===== config.mk =====
export PLATFORM = sky130hd
export DESIGN_NAME = delay_timer_ctrl
export DESIGN_NICKNAME = d
export VERILOG_FILES = /design/src/rtl/delay_timer_ctrl.sv
export SDC_FILE = /design/constraint.sdc
export NUM_CORES = 1
export LEC_CHECK = 0
export CAP_MARGIN = 25
export CORE_MARGIN = 4
export CORE_UTILIZATION = 25
export DETAILED_ROUTE_END_ITERATION = 10
export PLACE_DENSITY = 0.47
export SLEW_MARGIN = 20
export SYNTH_ARGS = -nofsm -noshare
export SYNTH_HDL_FRONTEND = slang
export SYNTH_SLANG_ARGS = --single-unit
export TNS_END_PERCENT = 20

===== constraint.sdc =====
create_clock -name clk -period 3.3 [get_ports clk]
set_input_delay 0.33 -clock clk [delete_from_list [all_inputs] [get_ports clk]]
set_output_delay 0.33 -clock clk [all_outputs]
set_load 0.005 [all_outputs]

===== src/rtl/delay_timer_ctrl.sv =====
// delay_timer_ctrl
// Programmable delay sequencer shared by the MOVR, MOVRHS and PAUSE paths
// of the stepper-motor control FSM. The system clock is prescaled into
// delay ticks. A loaded tick count is then counted down, and completion is
// reported on delay_done.
//
// Ports:
//   clk                  system clock, rising edge
//   reset                synchronous, active-high reset
//   start_delay_counter  load delay_value and begin a new delay (level-sampled)
//   enable_delay_counter advance the delay while high, freeze while low
//   delay_value          delay length in ticks, sampled on start
//   delay_done           high while in DONE
//   busy                 high while in COUNT
//   remaining            ticks left in the current delay
//
// state    | meaning
// ---------+-----------------------------------------------------------
// ST_IDLE  | no delay active, waiting for start
// ST_COUNT | delay running; ticks advance only while enable is high
// ST_DONE  | delay expired; held until enable drops
module delay_timer_ctrl #(
    parameter int PRESCALE   = 50000,
    parameter int PRESCALE_W = 16,
    parameter int DELAY_W    = 8
) (
    input  logic               clk,
    input  logic               reset,
    input  logic               start_delay_counter,
    input  logic               enable_delay_counter,
    input  logic [DELAY_W-1:0] delay_value,
    output logic               delay_done,
    output logic               busy,
    output logic [DELAY_W-1:0] remaining
);

    typedef enum logic [1:0] {
        ST_IDLE  = 2'd0,
        ST_COUNT = 2'd1,
        ST_DONE  = 2'd2
    } state_t;

    // Last prescale value before a tick. PRESCALE may equal 2^PRESCALE_W,
    // so this is formed from PRESCALE-1, which always fits.
    localparam logic [PRESCALE_W-1:0] PRESCALE_LAST = PRESCALE_W'(PRESCALE - 1);

    state_t                state, state_nxt;
    logic [PRESCALE_W-1:0] prescale, prescale_nxt;
    logic [DELAY_W-1:0]    rem, rem_nxt;

    always_ff @(posedge clk) begin
        if (reset) begin
            state    <= ST_IDLE;
            prescale <= '0;
            rem      <= '0;
        end else begin
            state    <= state_nxt;
            prescale <= prescale_nxt;
            rem      <= rem_nxt;
        end
    end

    always_comb begin
        state_nxt    = state;
        prescale_nxt = prescale;
        rem_nxt      = rem;
        // Start has priority over enable and completion, in every state.
        if (start_delay_counter) begin
            rem_nxt      = delay_value;
            prescale_nxt = '0;
            state_nxt    = (delay_value == '0) ? ST_DONE : ST_COUNT;
        end else begin
            case (state)
                ST_IDLE: begin
                end
                ST_COUNT: begin
                    if (enable_delay_counter) begin
                        if (prescale == PRESCALE_LAST) begin
                            prescale_nxt = '0;
                            rem_nxt      = rem - DELAY_W'(1);
                            if (rem == DELAY_W'(1)) begin
                                state_nxt = ST_DONE;
                            end
                        end else begin
                            prescale_nxt = prescale + PRESCALE_W'(1);
                        end
                    end
                end
                ST_DONE: begin
                    if (!enable_delay_counter) begin
                        state_nxt = ST_IDLE;
                    end
                end
                default: begin
                    state_nxt = ST_IDLE;
                end
            endcase
        end
    end

    // DONE is only entered with rem already 0, so remaining reads 0 there.
    assign delay_done = (state == ST_DONE);
    assign busy       = (state == ST_COUNT);
    assign remaining  = rem;

endmodule

==> results_dict.tcl <==
set metrics [dict create \
    clock_skew_ps 2.25 \
    crit_type "input pin to flip-flop" \
    cts_inserted_buffers 3 \
    pre_cts_ws_ps 994 \
    clock-sinks 26 \
    syn_area_per_cell_um2 8.44 \
    timing.critical_path.required_ps 3500 \
    postCtsSetupRepairBufs 0 \
    start_util_pct 26.3 \
    fin_area_mm2 0.00182 \
    clk_path_buf_depth 2 \
    track_usage_pct 11.0 \
    worst_skew_pair.late_latency_ps 270 \
    cts-root-buf "clkbuf_8" \
    layout_commonest_cell "dfxtp_1" \
    grt_pass1_vias 1338 \
    setup_slack_ps 1280 \
    rsz0062_at_grt "no" \
    worstSetupStartpointType "input pin" \
    worst_slew_pin_slew_ps 509 \
    period_share_pct 61.3 \
    core_mm2 0.00561 \
    place.gp.congestion 0.792 \
    core.rowCount 27 \
    nFillCells 626 \
    wirelength_um 3750 \
    die_y_um 84.9 \
    status "complete, no violations" \
    overflow 0 \
    drtAntennaViolNets 0 \
    avgRoutedWirePerCell_um 14.0 \
    synth_edf_count 0 \
    ys_ff_latch 26 \
    port_buffers 21 \
    relSlewSlack_pct 66.0 \
    yosys_warnings 0 \
    seqPwrFrac_pct 52.3 \
    endpoint_kind "flip-flop" \
    num_io_pins 22 \
    setup_viol 0 \
    synth_cells 175 \
    vias 1381 \
    fin_crit_ps 2020 \
    fin_nets 212 \
    hold_violations 0 \
    arrival_ps 2220 \
    drc 0 \
    ctsResizeCount 0 \
    htree_num_levels 1 \
    num_antenna_cells 0 \
    drt_pass1_iterations 5 \
    multi_input_area_um2 911 \
    cts_tree "done" \
    p_int_w 0.000478 \
    vdd_ir_drop_max_uv 178 \
    tns_ps 0 \
    grt_max_degree 15 \
    dp_hpwl_um 2810 \
    antenna_found_initial 0 \
    timing.fmax_mhz 495 \
    cts_hold_buf 0 \
    synth_area_mm2 0.00148 \
    pwr-share-clk_pct 32.9 \
    layout-drive-gt1-share_pct 6.63 \
    syn_nets 190 \
    dieArea_mm2 0.00720 \
    die_x_um 84.9 \
    drt_iter0_drc 66 \
    register_area_um2 520 \
    hold_path.class "flip-flop to flip-flop" \
    power.leakage_nw 0.603 \
    placed_cell_area_mm2 0.00177 \
    yosys.cell_types.count 45 \
    crit_fanout 12 \
    drv_slew 0 \
    switching_power_w 0.000160 \
    switching_share_pct 25.1 \
    seq_area_frac_synth_pct 35.2 \
    viasPerCell 5.15 \
    grt_pass1_wl_um 6530 \
    syn_to_final_growth_pct 23.2 \
    drv_cap 0 \
    layout_common_cells "dfxtp_1 (26), clkdlybuf4s50_1 (21), nor2_1 (19), nand2_1 (12)" \
    cts.clk_slew.worst_paths_ps 90 \
    async_flop_share_pct 0 \
    synth_flop_cell "dfxtp_1" \
    p_comb_share_pct 14.7 \
    p_per_area_mw_per_mm2 351 \
]
-- sequential cells by signal, indices dropped and copies added, names as in the netlist --
register / flops
remaining: 8
state: 2
prescale: 16
-- logic make-up (layout without fill, tap and decap cells) --
| kind of cell | after synthesis | in the layout | synth area share [%] |
|---|---|---|---|
| buffers and inverters | 11 | 32 | 3.13 |
| AOI/OAI and AO/OA | 38 | 38 | 17.6 |
| DFF | 26 | 26 | 35.2 |
| muxes | 1 | 1 | 0.677 |
| xor gates and xnor gates | 10 | 10 | 5.93 |
| adders and majority gates | 3 | 3 | 2.54 |
| and+or+nand+nor | 86 | 86 | 34.9 |
-- worst max-delay path: stages --
cell and delay [ps]:
clkdlybuf4s50_1 520, and3b_1 450, nand3_2 220, or4_1 530
a31oi_1 160
-- stage by stage --
stage	std cells	total power, W	util (%)	hold WS [ps]
2_1_floorplan	175	0.000388	-	448
3_3_place_gp	264	0.000438	31.5	470
3_5_place_dp	264	0.000435	31.5	476
4_1_cts	268	0.000649	32.5	495
5_1_grt	268	0.000672	32.5	519
6_report	268	0.000638	32.5	492
-- power by group through the flow --
| stage | Combinational, W | Clock [W] | Sequential (W) |
|---|---|---|---|
| final | 0.0000940 | 0.000210 | 0.000334 |
| after global routing | 0.000104 | 0.000232 | 0.000336 |
| after CTS | 0.0000942 | 0.000221 | 0.000334 |
| after detailed placement | 0.0000935 | 0 | 0.000341 |
| after global placement | 0.0000958 | 0 | 0.000342 |
| after floorplan | 0.0000489 | 0 | 0.000339 |
-- synthesized netlist by cell type, types with 2 or more instances --
library cell  instances  share of area [%]
a21boi_0              2                1.0
a21oi_1               8                2.7
a311oi_1              2                1.2
a31oi_1               5                2.1
and2_1                5                2.1
and3_1                5                2.1
and4_1                3                1.8
buf_2                 4                1.4
clkbuf_1              2               0.51
dfxtp_1              26                 35
ha_1                  3                2.5
inv_1                 5                1.3
nand2_1              12                3.0
nand3_1               9                3.0
nand4_1               8                3.4
nor2_1               19                4.8
nor2b_1               3                1.3
nor3b_1               2                1.0
nor4_1                2               0.85
o211ai_1              2                1.0
o21a_1                2                1.0
o21ai_0               6                2.0
o311ai_0              2                1.2
o31ai_1               3                1.5
or3_1                 6                2.5
or4_1                 2                1.0
xor2_1                9                5.3
-- path summary, 6_finish.rpt --
check / start / to / slack, ps / depth (start not counted)
worst min register to register: prescale[15] / prescale[15] / 490 / 2
worst max-delay path: enable_delay_counter / remaining[4] / 1280 / 5
worst max register to register: state[0] / remaining[4] / 1470 / 4
worst min-delay path: prescale[15] / prescale[15] / 490 / 2
-- layout make-up --
class                   count  area share [%]
clock buffers               4            3.02
well taps                  72            4.95
flip-flops and latches     26            28.6
multi-input cells         138            50.0
repair buffers             23            12.4
inverters                   5            1.03
-- routing by layer --
| metal | GRT usage [%] | vias to the layer above | share of wire, % |
|---|---|---|---|
| li1 | - | 694 | - |
| met1 | 15.9 | 658 | 51 |
| met2 | 16.2 | 24 | 45 |
| met3 | 1.46 | 5 | 2.8 |
| met4 | 4.89 | 0 | 1.7 |
| met5 | 0 | - | 0 |
Note: power is estimated with default switching activity, not from simulation.
